File: config.mk
export PLATFORM = sky130hd
export DESIGN_NAME = top6_select_ctrl_flat
export DESIGN_NICKNAME = d
export VERILOG_FILES = /design/src/rtl/top6_select_ctrl_if.sv /design/src/rtl/top6_select_ctrl.sv /design/src/flat_wrapper.sv
export SDC_FILE = /design/constraint.sdc
export NUM_CORES = 1
export LEC_CHECK = 0
export CAP_MARGIN = 20
export CORE_ASPECT_RATIO = 0.9
export CORE_MARGIN = 2
export CORE_UTILIZATION = 40
export DETAILED_ROUTE_END_ITERATION = 8
export PLACE_DENSITY = 0.6
export SYNTH_ARGS = -nofsm -noshare
export SYNTH_HDL_FRONTEND = slang
export SYNTH_SLANG_ARGS = --single-unit
File: constraint.sdc
create_clock -name clk -period 5.27 [get_ports clk]
set_input_delay 0.527 -clock clk [delete_from_list [all_inputs] [get_ports clk]]
set_output_delay 0.527 -clock clk [all_outputs]
set_load 0.02 [all_outputs]
File: src/rtl/top6_select_ctrl_if.sv
// Handshake and status bundle for the sequential top-K selector.
// The slave side is the selector; the master side is whoever feeds matrices and drains winners.
interface top6_select_ctrl_if #(
  parameter int DATA_W = 13
);
  logic              in_valid;
  logic              in_ready;
  logic [DATA_W-1:0] in_mat [0:15];
  logic              out_valid;
  logic              out_ready;
  logic [DATA_W-1:0] out_value;
  logic [3:0]        out_index;
  logic [3:0]        out_rank;
  logic              out_last;
  logic [15:0]       sel_mask;
  logic              busy;

  modport master (
    output in_valid, in_mat, out_ready,
    input  in_ready, out_valid, out_value, out_index, out_rank, out_last, sel_mask, busy
  );

  modport slave (
    input  in_valid, in_mat, out_ready,
    output in_ready, out_valid, out_value, out_index, out_rank, out_last, sel_mask, busy
  );
endinterface

File: src/rtl/top6_select_ctrl.sv
// Sequential top-K selector: one layer of eight max comparators reused over four
// passes finds the current maximum, which is emitted and masked out by index.
//
// state  | meaning
// IDLE   | waiting for a matrix, in_ready high
// LOAD   | copy stored values/live bits into the working slots
// REDUCE | four comparator passes, 16 -> 8 -> 4 -> 2 -> 1
// EMIT   | winner presented, waiting for out_ready
module top6_select_ctrl #(
  parameter int DATA_W = 13,
  parameter int K      = 6
) (
  input logic clk,
  input logic rst_n,
  top6_select_ctrl_if.slave bus
);

  typedef enum logic [1:0] {IDLE, LOAD, REDUCE, EMIT} state_t;

  localparam logic [3:0] LAST_RANK = 4'(K - 1);

  state_t state_q, state_d;

  logic [DATA_W-1:0] val_q [0:15];
  logic [15:0]       live_q;
  logic [DATA_W-1:0] wv [0:15];
  logic [3:0]        wi [0:15];
  logic              wl [0:15];
  logic [1:0]        pass_q;
  logic [3:0]        rank_q;

  logic [DATA_W-1:0] out_value_q;
  logic [3:0]        out_index_q;
  logic [3:0]        out_rank_q;
  logic [15:0]       sel_mask_q;

  logic [DATA_W-1:0] cmp_v [0:7];
  logic [3:0]        cmp_i [0:7];
  logic              cmp_l [0:7];

  // Comparator layer: b wins only when live and (a dead or strictly larger), so ties go to a.
  always_comb begin
    for (int j = 0; j < 8; j++) begin
      cmp_v[j] = '0;
      cmp_i[j] = wi[2*j];
      cmp_l[j] = 1'b0;
      if (wl[2*j+1] && (!wl[2*j] || (wv[2*j+1] > wv[2*j]))) begin
        cmp_v[j] = wv[2*j+1];
        cmp_i[j] = wi[2*j+1];
        cmp_l[j] = 1'b1;
      end else if (wl[2*j]) begin
        cmp_v[j] = wv[2*j];
        cmp_l[j] = 1'b1;
      end
    end
  end

  // State register.
  always_ff @(posedge clk or negedge rst_n) begin
    if (!rst_n) state_q <= IDLE;
    else        state_q <= state_d;
  end

  // Next-state logic.
  always_comb begin
    state_d = state_q;
    unique case (state_q)
      IDLE:    if (bus.in_valid) state_d = LOAD;
      LOAD:    state_d = REDUCE;
      REDUCE:  if (pass_q == 2'd3) state_d = EMIT;
      EMIT:    if (bus.out_ready) state_d = (rank_q == LAST_RANK) ? IDLE : LOAD;
      default: state_d = IDLE;
    endcase
  end

  // Matrix storage, working slots, rank/pass counters and registered winner.
  always_ff @(posedge clk or negedge rst_n) begin
    if (!rst_n) begin
      for (int i = 0; i < 16; i++) begin
        val_q[i] <= '0;
        wv[i]    <= '0;
        wi[i]    <= '0;
        wl[i]    <= 1'b0;
      end
      live_q      <= '0;
      pass_q      <= '0;
      rank_q      <= '0;
      out_value_q <= '0;
      out_index_q <= '0;
      out_rank_q  <= '0;
      sel_mask_q  <= '0;
    end else begin
      unique case (state_q)
        IDLE: begin
          if (bus.in_valid) begin
            for (int i = 0; i < 16; i++) val_q[i] <= bus.in_mat[i];
            live_q     <= '1;
            sel_mask_q <= '0;
            rank_q     <= '0;
          end
        end
        LOAD: begin
          for (int i = 0; i < 16; i++) begin
            wv[i] <= val_q[i];
            wl[i] <= live_q[i];
            wi[i] <= 4'(i);
          end
          pass_q <= '0;
        end
        REDUCE: begin
          for (int j = 0; j < 8; j++) begin
            wv[j] <= cmp_v[j];
            wi[j] <= cmp_i[j];
            wl[j] <= cmp_l[j];
          end
          for (int j = 8; j < 16; j++) begin
            wv[j] <= '0;
            wi[j] <= '0;
            wl[j] <= 1'b0;
          end
          pass_q <= 2'(pass_q + 2'd1);
          if (pass_q == 2'd3) begin
            out_value_q <= cmp_v[0];
            out_index_q <= cmp_i[0];
            out_rank_q  <= rank_q;
          end
        end
        EMIT: begin
          if (bus.out_ready) begin
            live_q[out_index_q]     <= 1'b0;
            sel_mask_q[out_index_q] <= 1'b1;
            if (rank_q != LAST_RANK) rank_q <= 4'(rank_q + 4'd1);
          end
        end
        default: ;
      endcase
    end
  end

  assign bus.in_ready  = (state_q == IDLE);
  assign bus.busy      = (state_q != IDLE);
  assign bus.out_valid = (state_q == EMIT);
  assign bus.out_value = out_value_q;
  assign bus.out_index = out_index_q;
  assign bus.out_rank  = out_rank_q;
  assign bus.out_last  = (state_q == EMIT) && (out_rank_q == LAST_RANK);
  assign bus.sel_mask  = sel_mask_q;

endmodule

File: src/flat_wrapper.sv
// flat-port wrapper written by rule: the top's interface ports become plain ports
module top6_select_ctrl_flat 
#(
  parameter int DATA_W = 13,
  parameter int K      = 6
)
  (clk, rst_n, bus_in_valid, bus_in_mat, bus_out_ready, bus_in_ready, bus_out_valid, bus_out_value, bus_out_index, bus_out_rank, bus_out_last, bus_sel_mask, bus_busy);
  top6_select_ctrl_if #(.DATA_W(DATA_W)) bus_i ();
  input logic clk;
  input logic rst_n;
  input wire logic [$bits(bus_i.in_valid)-1:0] bus_in_valid;
  input wire logic [$bits(bus_i.in_mat)-1:0] bus_in_mat;
  input wire logic [$bits(bus_i.out_ready)-1:0] bus_out_ready;
  output wire logic [$bits(bus_i.in_ready)-1:0] bus_in_ready;
  output wire logic [$bits(bus_i.out_valid)-1:0] bus_out_valid;
  output wire logic [$bits(bus_i.out_value)-1:0] bus_out_value;
  output wire logic [$bits(bus_i.out_index)-1:0] bus_out_index;
  output wire logic [$bits(bus_i.out_rank)-1:0] bus_out_rank;
  output wire logic [$bits(bus_i.out_last)-1:0] bus_out_last;
  output wire logic [$bits(bus_i.sel_mask)-1:0] bus_sel_mask;
  output wire logic [$bits(bus_i.busy)-1:0] bus_busy;
  assign bus_i.in_valid = bus_in_valid;
  assign bus_i.in_mat = {>>{bus_in_mat}};
  assign bus_i.out_ready = bus_out_ready;
  assign bus_in_ready = bus_i.in_ready;
  assign bus_out_valid = bus_i.out_valid;
  assign bus_out_value = bus_i.out_value;
  assign bus_out_index = bus_i.out_index;
  assign bus_out_rank = bus_i.out_rank;
  assign bus_out_last = bus_i.out_last;
  assign bus_sel_mask = bus_i.sel_mask;
  assign bus_busy = bus_i.busy;
  top6_select_ctrl #(.DATA_W(DATA_W), .K(K)) u_core (.clk(clk), .rst_n(rst_n), .bus(bus_i));
endmodule
==> impl_metrics.csv <==
group,metric,value,unit
pwr,leakage,12.78,nW
detailed_routing,via_count,17521,
floorplanning,die_area,0.06301,sq mm
floorplanning,io_pins,253,
run,max_cap_violations,0,
floorplanning,die_w,264.4,um
sta,report.final.setup_viol,0,
final_layout,drive_gt1_share,13.98,%
sta,skew,31.91,ps
floorplanning,die_y,238.3,um
logic_synthesis,synth.avg_cell_area,11.10,sq um
setup_path,crit_path_end_kind,"register",
final_layout,area_growth,20.86,%
detailed_routing,wirelength,65890,um
clock_tree,cts-resized-gates,0,
global_routing,first_global_vias,17759,
detailed_routing,wire_per_inst,20.50,um
detailed_routing,first_iter_violations,1566,
floorplanning,rows,85,
setup_path,cp_max_fo,64,
clock_tree,clock-root-buffer,"clkbuf_16",
clock_tree,cts_buffer_depth,3,
logic_synthesis,synth_flop_cell,"dfrtp_1",
sta,period_needed,3151,ps
placed_design,gp_congestion,0.8858,
placed_design,dp_hpwl,46810,um
sta,timing.final.crit_share,59.79,%
clock_tree,cts_hold_buffers,0,
clock_tree,cts_setup_buffers,0,
sta,tns,0,ps
setup_path,r2r-start,"u_core.state_q[1]",
logic_synthesis,ys_seq_area_share,52.70,%
setup_path,crit_path_start,"u_core.state_q[1]",
placed_design,numPortBuffers,252,
detailed_routing,final_antenna_net_count,0,
detailed_routing,first_pass_iters,6,
logic_synthesis,synth.net_count,2521,
logic_synthesis,synth.cell_area,0.02441,sq mm
sta,slew_viol_final,0,
detailed_routing,viasPerCell,5.450,
setup_path,worstPathArrival,3690,ps
final_layout,nets,2715,
logic_synthesis,muxShareOfSynthArea,10.92,%
logic_synthesis,synth-simple-area-share,11.75,%
floorplanning,core-area,0.06009,sq mm
detailed_routing,drc,0,
global_routing,grt_use_total,20.97,%
global_routing,antenna_found_initial,0,
clock_tree,worstSkewPairLatency,620,ps
clock_tree,cts_tree,"done",
final_layout,finish.utilization,49.10,%
pwr,p_per_area,681.1,mW/mm^2
logic_synthesis,synth-seq-cells,514,
placed_design,place_area,0.02761,sq mm
sta,maxSlewHeadroom,23.77,%
clock_tree,clk_pin_slew,60,ps
final_layout,stdcell_area,0.02950,sq mm
setup_path,start_kind,"register",
sta,worst_pin_slew,1143,ps
global_routing,grt_max_degree,189,
sta,final_hold_viol_count,0,
logic_synthesis,synthAdderAreaFrac,5.639,%
logic_synthesis,synth_cell_types,60,
global_routing,grt-ovfl-total,0,
logic_synthesis,synth_edf_count,0,
sta,fmax,317.4,MHz
logic_synthesis,yosysWarnings,0,
final_layout,num_antenna_cells,0,
logic_synthesis,synth_compound_area_share,13.52,%
clock_tree,clock-sinks,514,
logic_synthesis,yosys.area_share.xor_xnor,0,%
logic_synthesis,synth_top_family_by_area,"compound AO/OA/AOI/OAI gates",
setup_path,crit_type,"register to register",
setup_path,critPathRequiredTime,5810,ps
floorplanning,start_util,40.62,%
logic_synthesis,synthArstFlopShare,100.0,%
pwr,vdd_drop_max,0.0005067,V
status,status,"finished clean",
global_routing,grt_pass1_wl,104100,um
logic_synthesis,synth_cells,2199,
clock_tree,cts-buffers-inserted,56,
sta,rsz0062_at_grt,"false",
min_path,hold_class,"input port to async pin",
clock_tree,h-tree-depth,2,
## synth_stat cells, types with 4 or more instances
cell / instances / area [sq um]
a21o_1: 22 / 165.2
a21oi_1: 97 / 485.5
a221o_1: 79 / 790.8
a311oi_2: 4 / 60.06
a31oi_1: 4 / 25.02
and2_1: 14 / 87.58
and4_1: 4 / 35.03
buf_1: 9 / 33.78
buf_2: 9 / 45.04
buf_6: 4 / 45.04
clkbuf_1: 115 / 431.7
dfrtp_1: 514 / 12860
ha_1: 110 / 1376
inv_1: 208 / 780.8
mux2_2: 218 / 2455
mux2i_1: 21 / 210.2
nand2_1: 61 / 229.0
nand2b_1: 42 / 262.8
nand3_1: 54 / 270.3
nand3b_1: 163 / 1224
nand4_1: 16 / 100.1
nand4b_1: 12 / 105.1
nor2_1: 75 / 281.5
nor2b_1: 10 / 62.56
nor3_1: 9 / 45.04
nor3b_1: 5 / 37.54
o211ai_1: 7 / 52.55
o21a_1: 6 / 45.04
o21ai_0: 231 / 1156
o21bai_1: 6 / 45.04
o221ai_1: 13 / 113.9
or3_1: 8 / 50.05
## report_power, final
part	internal, W	switching, W	total (W)
logic	0.00394	0.00486	0.00880
clock network	0.00234	0.00161	0.00394
registers	0.00582	0.00153	0.00735
## placed cells by master, fill, tap and decap left out, types with 14 or more instances in the layout
cell | synthesis | layout
nor2_1 | 75 | 75
nand4_1 | 16 | 16
o21ai_0 | 231 | 231
a21o_1 | 22 | 22
nand2_1 | 61 | 60
clkdlybuf4s50_1 | 0 | 251
a21oi_1 | 97 | 97
ha_1 | 110 | 108
and2_1 | 14 | 14
clkbuf_16 | 0 | 58
mux2i_1 | 21 | 21
nand3_1 | 54 | 54
inv_1 | 208 | 208
nand3b_1 | 163 | 163
nand2b_1 | 42 | 42
clkbuf_1 | 115 | 14
a221o_1 | 79 | 79
mux2_2 | 218 | 218
dfrtp_1 | 514 | 514
## state kept, by name, indices dropped and copies added, names as in the netlist
name                  flops
u_core.val_q            208
u_core.wv               208
u_core.wi                21
u_core.bus.sel_mask      16
u_core.live_q            16
u_core.wl                16
u_core.bus.out_value     13
u_core.bus.out_index      4
u_core.bus.out_rank       4
u_core.rank_q             4
u_core.pass_q             2
u_core.state_q            2
## final timing paths
check                                     endpoint  slack [ps]  depth (start not counted)
max in group asynchronous             u_core.wv[4]        3970                          2
min reg2reg                u_core.bus.out_value[1]         480                          2
max                                 u_core.wv[112]        2120                          6
min in group clk           u_core.bus.out_value[1]         480                          2
min                              u_core.val_q[201]          30                          1
max reg2reg                         u_core.wv[112]        2120                          6
## layer usage
| metal | GRT usage [%] | routed length, um | vias to the layer above |
|---|---|---|---|
| met5 | 0 | 0 | - |
| met1 | 30.83 | 31340 | 8753 |
| met4 | 5.010 | 1207 | 0 |
| met3 | 3.086 | 3652 | 68 |
| met2 | 32.70 | 29690 | 490 |
| li1 | - | - | 8210 |
## cell families after synthesis
family                     Yosys count
DFF                                514
AOI/OAI and AO/OA                  509
and+or+nand+nor                    482
buffers and inverters              345
muxes                              239
adders and majority gates          110
## cell type report
cell class / instances / area (sq um)
Clock buffer: 82 / 1642
Clock inverter: 15 / 193.9
Fill cell: 5344 / 30590
Inverter: 208 / 780.7
Multi-Input combinational cell: 1340 / 10240
Sequential cell: 514 / 12860
Tap cell: 783 / 979.7
Timing Repair Buffer: 273 / 2800
## worst max-delay path: stages, from the launching register on
cell and delay [ps]:
dfrtp_1 420, inv_1 110, ha_4 690, and2_1 690
buf_4 390, o211a_1 500, a221o_1 230
## through the flow
stage          instances  power (W)  setup WS (ps)  hold WS, ps
4_1_cts             3213    0.02013           2159        48.34
3_3_place_gp        3116    0.01581           2233        467.0
5_1_grt             3215    0.02165           1952        101.1
2_1_floorplan       2199    0.01333           2998        231.4
3_5_place_dp        3116    0.01610           2152        469.6
6_report            3215    0.02009           2119        30.19
(Power assumes the default switching activity.)
